==> config.mk <==
export PLATFORM = sky130hd
export DESIGN_NAME = shared_reg_arbiter
export DESIGN_NICKNAME = d
export VERILOG_FILES = /design/src/rtl/shared_reg_arbiter_pkg.sv /design/src/rtl/shared_reg_arbiter_dff_reg.sv /design/src/rtl/shared_reg_arbiter.sv
export SDC_FILE = /design/constraint.sdc
export NUM_CORES = 1
export LEC_CHECK = 0
export CORE_MARGIN = 5
export CORE_UTILIZATION = 37
export CTS_BUF_LIST = sky130_fd_sc_hd__clkbuf_8
export CTS_CLUSTER_SIZE = 24
export DETAILED_ROUTE_END_ITERATION = 6
export HOLD_SLACK_MARGIN = 0.12
export MAX_ROUTING_LAYER = met4
export PLACE_DENSITY = 0.78
export RECOVER_POWER = 100
export SYNTH_ARGS = -nofsm -noshare
export SYNTH_HDL_FRONTEND = slang
export SYNTH_HIERARCHICAL = 1
export SYNTH_SLANG_ARGS = --single-unit
==> constraint.sdc <==
create_clock -name clk -period 1.9 [get_ports clk]
set_input_delay 0.38 -clock clk [delete_from_list [all_inputs] [get_ports clk]]
set_output_delay 0.38 -clock clk [all_outputs]
set_load 0.1 [all_outputs]
==> src/rtl/shared_reg_arbiter_pkg.sv <==
// Shared types and the round-robin winner search for shared_reg_arbiter.
package shared_reg_pkg;

    typedef enum logic [1:0] {
        IDLE   = 2'd0,
        ACCESS = 2'd1,
        DONE   = 2'd2
    } state_t;

    localparam int STATE_W = 2;
    localparam int MAX_REQ = 8;

    // First set request bit scanning ptr, ptr+1, ... modulo nreq; 0 when req is empty.
    function automatic logic [2:0] rr_pick(input logic [7:0] req, input logic [2:0] ptr,
                                           input int nreq);
        logic [2:0] win;
        logic       found;
        int         idx;
        win   = '0;
        found = 1'b0;
        for (int i = 0; i < MAX_REQ; i++) begin
            idx = (int'(ptr) + i) % nreq;
            if (i < nreq && !found && req[idx[2:0]]) begin
                win   = idx[2:0];
                found = 1'b1;
            end
        end
        return win;
    endfunction

endpackage

==> src/rtl/shared_reg_arbiter_dff_reg.sv <==
// WIDTH-bit D flip-flop bank with synchronous active-low clear and load enable.
module dff_reg #(
    parameter int WIDTH = 8
) (
    input  logic             clk,
    input  logic             rst,
    input  logic             en,
    input  logic [WIDTH-1:0] d,
    output logic [WIDTH-1:0] q
);

    always_ff @(posedge clk) begin
        if (!rst) begin
            q <= '0;
        end else if (en) begin
            q <= d;
        end
    end

endmodule

==> src/rtl/shared_reg_arbiter.sv <==
// Round-robin arbiter granting one read/write access at a time to a shared register.
// Optional back-to-back locked accesses are enabled with `define SHARED_REG_LOCK_EN.
module shared_reg_arbiter
    import shared_reg_pkg::*;
#(
    parameter int NREQ     = 4,
    parameter int WIDTH    = 8,
    parameter int LOCK_MAX = 4
) (
    input  logic                    clk,
    input  logic                    rst,
    input  logic [NREQ-1:0]         req,
    input  logic [NREQ-1:0]         wr,
    input  logic [NREQ*WIDTH-1:0]   wdata,
    input  logic [NREQ-1:0]         lock,
    output logic [NREQ-1:0]         gnt,
    output logic [$clog2(NREQ)-1:0] owner,
    output logic                    rvalid,
    output logic [WIDTH-1:0]        rdata,
    output state_t                  fsm_state
);

    localparam int OW = $clog2(NREQ);

    state_t          state_q, state_d;
    logic [OW-1:0]   owner_q, owner_d;
    logic [OW-1:0]   ptr_q, ptr_d;
    logic            op_wr_q;
    logic [WIDTH-1:0] op_data_q;
    logic [7:0]      req_ext;
    logic [2:0]      ptr_ext;
    logic [2:0]      winner;
    logic            reg_en;
    logic            winner_unused;

`ifdef SHARED_REG_LOCK_EN
    localparam int CW = $clog2(LOCK_MAX + 1);
    logic [CW-1:0] lock_cnt_q, lock_cnt_d;
`else
    logic lock_unused;
    assign lock_unused = ^lock;
`endif

    always_comb begin
        req_ext              = '0;
        req_ext[NREQ-1:0]    = req;
        ptr_ext              = '0;
        ptr_ext[OW-1:0]      = ptr_q;
    end

    assign winner        = rr_pick(req_ext, ptr_ext, NREQ);
    assign winner_unused = ^winner;

    always_comb begin
        state_d = state_q;
        owner_d = owner_q;
        ptr_d   = ptr_q;
        gnt     = '0;
        rvalid  = 1'b0;
        reg_en  = 1'b0;
`ifdef SHARED_REG_LOCK_EN
        lock_cnt_d = lock_cnt_q;
`endif
        case (state_q)
            IDLE: begin
                if (|req) begin
                    owner_d = winner[OW-1:0];
                    state_d = ACCESS;
`ifdef SHARED_REG_LOCK_EN
                    lock_cnt_d = '0;
`endif
                end
            end
            ACCESS: begin
                gnt[owner_q] = 1'b1;
                reg_en       = op_wr_q;
                state_d      = DONE;
            end
            DONE: begin
                rvalid  = 1'b1;
                ptr_d   = (owner_q == OW'(NREQ - 1)) ? '0 : owner_q + 1'b1;
                state_d = IDLE;
`ifdef SHARED_REG_LOCK_EN
                // The first access counts toward LOCK_MAX, so at most LOCK_MAX in a row.
                if (lock[owner_q] && req[owner_q] && (int'(lock_cnt_q) + 1 < LOCK_MAX)) begin
                    state_d    = ACCESS;
                    ptr_d      = ptr_q;
                    lock_cnt_d = lock_cnt_q + 1'b1;
                end
`endif
            end
            default: state_d = IDLE;
        endcase
    end

    // Op and data are captured on entry to ACCESS so a requester may let go mid-access.
    always_ff @(posedge clk) begin
        if (!rst) begin
            state_q   <= IDLE;
            owner_q   <= '0;
            ptr_q     <= '0;
            op_wr_q   <= 1'b0;
            op_data_q <= '0;
`ifdef SHARED_REG_LOCK_EN
            lock_cnt_q <= '0;
`endif
        end else begin
            state_q <= state_d;
            owner_q <= owner_d;
            ptr_q   <= ptr_d;
            if (state_d == ACCESS) begin
                op_wr_q   <= wr[owner_d];
                op_data_q <= wdata[owner_d*WIDTH +: WIDTH];
            end
`ifdef SHARED_REG_LOCK_EN
            lock_cnt_q <= lock_cnt_d;
`endif
        end
    end

    dff_reg #(.WIDTH(WIDTH)) u_reg (
        .clk (clk),
        .rst (rst),
        .en  (reg_en),
        .d   (op_data_q),
        .q   (rdata)
    );

    assign owner     = owner_q;
    assign fsm_state = state_q;

endmodule

== After elaboration in Yosys (flattened, before gate mapping) ==
Cells that the tools add are included.

* Register bits after elaboration: 23
* Input port bits: 46
* Output and inout bits: 17

* $add $sub $neg: 4
* $lt $le $gt $ge: 7
* Equality and inequality tests: 4
* Shift-type cells: 1
* Multiplexer cells: 27
* Bitwise gates (word level): 3
* Reduce and logical (&&, ||, !) cells: 12

{| class="wikitable"
|+ Operator list
! operator !! count
|-
| 32-bit by 6-bit variable part select with 8-bit output || 1
|-
| 2-bit two-way mux || 8
|-
| 3-bit by 4-bit < comparator with 1-bit output, second input constant || 3
|-
| 1-bit two-way mux || 11
|-
| 1-bit binary-select mux with 3-bit select || 3
|-
| 2-bit by 3-bit < comparator with 1-bit output, second input constant || 2
|-
| 2-bit OR reduction || 3
|-
| 2-bit by 1-bit adder with 2-bit output, second input constant || 2
|-
| 2-bit adder, second input constant || 2
|-
| 1-bit binary-select mux with 2-bit select || 2
|-
| 2-bit by 1-bit == test with 1-bit output, second input constant || 2
|-
| 2-bit == test, second input constant || 2
|-
| 1-bit logical AND || 4
|-
| 2-bit by 4-bit < comparator with 1-bit output, second input constant || 1
|-
| 4-bit two-way mux || 1
|-
| 2-bit case mux with 2 select lines || 1
|-
| 4-bit OR reduction || 1
|-
| 1-bit bitwise AND, first input constant || 3
|-
| 1-bit logical NOT || 3
|-
| 1-bit demux with 2-bit select || 1
|-
| 2-bit by 1-bit >= comparator with 1-bit output, second input constant || 1
|-
| 2-bit logical NOT || 1
|}

== Depth between registers and ports, before layout ==
* Depth after elaboration: 17
* Depth in mapped cells: 7
* Depth with buffers taken out: 6

== Cells and area by module ==
Netlist, hierarchy kept.

{| class="wikitable"
|+ By module, submodules not included
! module !! times used !! cells each !! area each (um2) !! sequential area each (um2)
|-
| shared_reg_arbiter || 1 || 89 || 934.6 || 300.3
|-
| dff_reg || 1 || 25 || 301.5 || 160.2
|}

== Least setup slack after synthesis ==
Ideal clock, no wire load.

* Path type: reg-to-reg
* Start point: register state_q[1], in the netlist fsm_state[1]
* End point: register ptr_q[0]
* Arrival time: 2.905 ns
* Setup slack: -1.123 ns
* Stages on the path, launching flop included: 4
* Buffers on the path: 0
* Path through: dfxtp_1 nor2b_1 mux2i_1 nor2_1

* Cells in the longest elaborated chain, start to end: 1

{| class="wikitable"
|+ Ends and longest elaborated chain
! what !! line !! text
|-
| start, declared || shared_reg_arbiter.sv:25 || <nowiki>state_t state_q, state_d;</nowiki>
|-
| start signal, assigned || shared_reg_arbiter.sv:108 || <nowiki>state_q <= state_d;</nowiki>
|-
| 2-bit == test || shared_reg_arbiter.sv:64 || <nowiki>case (state_q)</nowiki>
|-
| end signal, assigned || shared_reg_arbiter.sv:110 || <nowiki>ptr_q <= ptr_d;</nowiki>
|-
| end, declared || shared_reg_arbiter.sv:27 || <nowiki>logic [OW-1:0] ptr_q, ptr_d;</nowiki>
|}

Every way passes these cells.
A chain may end at the register's enable or synchronous reset.

== Worst setup path in the final report ==
* Start point: register state_q[1], in the netlist fsm_state[1]
* End point: register op_data_q[0]

* Cells in the longest elaborated chain, start to end: 3

{| class="wikitable"
|+ Ends and longest elaborated chain
! what !! line !! text
|-
| 2-bit logical NOT, or another cell as far along || shared_reg_arbiter.sv:64 ||
|-
| 2-bit two-way mux / 2-bit case mux with 2 select lines (equally long branches) || shared_reg_arbiter.sv:64 ||
|-
| 32-bit by 6-bit variable part select with 8-bit output / 2-bit by 1-bit == test with 1-bit output (equally long branches) || shared_reg_arbiter.sv:113, shared_reg_arbiter.sv:111 ||
|-
| end signal, assigned || shared_reg_arbiter.sv:113 || <nowiki>op_data_q <= wdata[owner_d*WIDTH +: WIDTH];</nowiki>
|-
| end, declared || shared_reg_arbiter.sv:29 || <nowiki>logic [WIDTH-1:0] op_data_q;</nowiki>
|}

Parallel ways exist; a longest one is shown, timed or not.

==> summary.txt <==
Critical path
  • Launching element type of the critical path: flip-flop
  • Highest net fanout along the worst path: 5
  • CP Data Arrival Time: 1.99 ns
  • Cell with the biggest individual delay on the critical path: mux4_2
  • Cell family with most CP delay: multiplexers
  • Crit-path cells: nor3_4 -> o21ai_2 -> o22ai_4 -> buf_6 -> mux4_2 -> o2bb2ai_2
  • Number of cells on the worst reg-to-reg path: 6
  • Number of buffer and inverter instances along the worst setup path: 1
  • Data required time of the worst path: 2.05 ns
  • Critical Path End Type: flip-flop
  • Total stage count of the critical path: 6
  • CP Class: flip-flop to flip-flop
  • Delay of the slowest critical-path stage: 0.51 ns

Routing
  • Iteration-0 DRC Markers: 32
  • Overall routed net length: 3.469 mm
  • Final routed DRC violation total: 0
  • Vias per inst: 4.913
  • Average detailed-routed wire length per instance: 15.15 um
  • Final antenna-violating net count: 0
  • DR pass1 iterations: 4
  • DR vias: 1125

Synth
  • Synth Area in XOR/XNOR: 0
  • Count of synthesis-stage warnings from yosys: 6
  • Flops & latches, synth: 23
  • Net count after synthesis: 164
  • Post-synthesis compound-gate area fraction: 0.1073
  • Post-synthesis share of cell area spent on full adders, half adders and majority gates: 0.04049
  • Mean post-synth cell area: 10.84 um2
  • Mux contribution to synthesized area: 0.2449
  • Number of distinct library cells after synthesis: 25
  • Sequential fraction of the synthesis area: 0.3725
  • Main combinational cell family by area after synthesis: multiplexers
  • Cells after synthesis: 114
  • Summed instance area of the synthesized netlist: 1236 um2
  • Area fraction in and, or, nand and nor cells after synthesis: 0.1923

CTS
  • Post-CTS clock slew at the launch and capture registers of the worst setup and hold paths: 0.08 ns
  • Longest Clk Path Bufs: 2
  • Clock buffers created by TritonCTS: 3
  • Clock sink count: 23
  • Clock Latency Late Sink: 0.26 ns
  • Clock tree from TritonCTS: yes
  • Cell chosen for the clock root: clkbuf_8
  • CTS H-tree depth: 1

Pwr
  • Power density of the placed cells: 672.2 nW/um2
  • Switching Share: 0.3219
  • Gate power share: 0.399
  • Internal Dissipation: 0.9593 mW
  • Relative contribution of sequential cells to total power: 0.396
  • Worst IR drop on VDD: 0.0002580 V
  • P_leak: 0.7962 nW
  • Switching power: 0.4554 mW
  • Clock share of power: 0.206

GRT
  • Number of global-route vias before repair: 1117
  • Number of antenna violations at the first check in global routing: 0
  • Total congestion overflow after global routing: 0
  • Global-route usage over all layers: 0.1594
  • First-pass GRT wire length: 5.409 mm
  • Largest net degree at the start of global routing: 15

Die
  • Initial standard-cell utilization of the core: 0.3764
  • Die ar.: 4597 um2
  • Row count: 21
  • Core box area: 3284 um2
  • Die extent in x: 67.80 um
  • Ports: 63
  • Die Y-Extent: 67.80 um

Placed design
  • Count of buffers from port buffering: 58
  • Area of placed instances: 1989 um2
  • Detailed placer's ending HPWL: 2.817 mm
  • Worst-case setup slack after placement: -0.5965 ns
  • Final weighted congestion of routability-driven global placement: 0.8539

Layout
  • Leading cell type in the layout, fill and taps excluded: clkdlybuf4s50_1
  • Post-route core utilization: 0.6408
  • Net count of the finished layout: 234
  • Syn-to-layout area delta: 70.24%
  • Cell area after layout: 2105 um2
  • Highest-count cells in the layout ignoring fill and taps: clkdlybuf4s50_1, dfxtp_1, buf_4
  • Share of layout cells above drive strength 1: 0.3607
  • Antenna cell count: 0

Timing
  • Hold violation total from the final report: 0
  • Slew Viols, Final: 0
  • Min Tclk post-route: 1.837 ns
  • Unrepaired setup endpoints after global routing: true
  • Worst Max-Slew Pin Slew: 0.4497 ns
  • Maximum clock frequency: 544.3 MHz
  • Final critical-path setup slack: 0.06280 ns
  • Period Utilization, post-route: 0.9669
  • Tightest slew margin relative to the limit: 0.7002
  • Clk_skew: 0.005854 ns
  • # setup viols final: 0

Worst hold path
  • Class of the tightest hold or removal check: flip-flop to flip-flop
  • Hold depth: 2

Outcome
  • Result of the run: finished clean

Flow run
  • Max Cap Violations: 0
## worst register-to-register path: stages, from the launching register on
cell,delay (ns)
dfxtp_4,0.38
nor3_4,0.28
o21ai_2,0.12
o22ai_4,0.15
buf_6,0.17
mux4_2,0.51
o2bb2ai_2,0.13
## flip-flops by register name, summed over array words and instances (netlist names)
register	count
ptr_q	2
owner	2
u_reg/q	8
op_data_q	8
fsm_state	2
op_wr_q	1
## metal layers
metal | part of all wire | vias up | global-route usage
met3 | 0.050 | 6 | 0.02662
met5 | 0 | - | -
met4 | 0.017 | 0 | 0.04218
met1 | 0.42 | 534 | 0.2006
met2 | 0.51 | 34 | 0.2649
li1 | - | 551 | -
## area by class of cell
type                    count  area (um2)
inverters                   6       22.52
clock inverters             1       5.005
well taps                  46       57.56
flip-flops and latches     23       474.2
clock buffers               3       41.29
multi-input cells          81       777.0
repair buffers             69       726.9
fillers                   266        1180
## final timing paths
check               startpoint            to  slack (ns)
hold / removal    op_data_q[5]  op_data_q[5]        0.46
hold reg to reg   op_data_q[5]  op_data_q[5]        0.46
setup / recovery  fsm_state[1]  op_data_q[0]        0.06
setup reg to reg  fsm_state[1]  op_data_q[0]        0.06
## synth_stat cells (all sizes together)
master | instances | share of area
nor2b | 10 | 0.051
nand2 | 12 | 0.036
inv | 6 | 0.018
clkbuf | 2 | 0.0061
nor4 | 1 | 0.017
buf | 2 | 0.018
mux2i | 10 | 0.081
a31oi | 1 | 0.0051
o21ai | 2 | 0.011
nand3 | 1 | 0.0040
o2bb2ai | 9 | 0.064
ha | 4 | 0.040
nor2 | 6 | 0.018
mux4 | 9 | 0.16
nor3 | 2 | 0.021
nand2b | 1 | 0.0051
o21bai | 1 | 0.0061
o22ai | 1 | 0.0051
and2 | 6 | 0.030
dfxtp | 23 | 0.37
or3 | 1 | 0.0091
a21oi | 4 | 0.016
## stage by stage
stage                     setup TNS [ns]  std cells  hold slack [ns]  power (mW)
final                                  0        229           0.4616       1.415
after CTS                              0        226           0.4645       1.393
after global placement            -4.730        221           0.4502       1.081
after floorplan                        0        114           0.4373      0.8886
after detailed placement          -5.381        221           0.4537       1.094
after global routing            -0.01237        229           0.4872       1.483
## power groups by stage
| stage | combinational (mW) | sequential, mW | clock (mW) |
|---|---|---|---|
| floorplan | 0.254 | 0.635 | 0 |
| global placement | 0.511 | 0.570 | 0 |
| detailed placement | 0.522 | 0.572 | 0 |
| CTS | 0.539 | 0.562 | 0.292 |
| global route | 0.596 | 0.567 | 0.320 |
| finish | 0.564 | 0.560 | 0.291 |
## what timing repair did
action | 4_1_cts | 5_1_grt
endpoints found under the setup margin | 9 | 9
gates resized for setup | 19 | 8
hold endpoints to repair | 0 | 0
cloned | 1 | 0
buffers inserted | 0 | 3
hold buffers | 0 | 0
pin swaps | 2 | 5
## kinds of logic (layout without fill, tap and decap cells)
family                     count (synthesis)  in the layout
AOI/OAI and AO/OA                         18             18
adders and majority gates                  4              4
buffers and inverters                     10             79
DFF                                       23             23
muxes                                     19             19
and+or+nand+nor                           40             40
No activity file was read; power rests on OpenSTA's default activity.
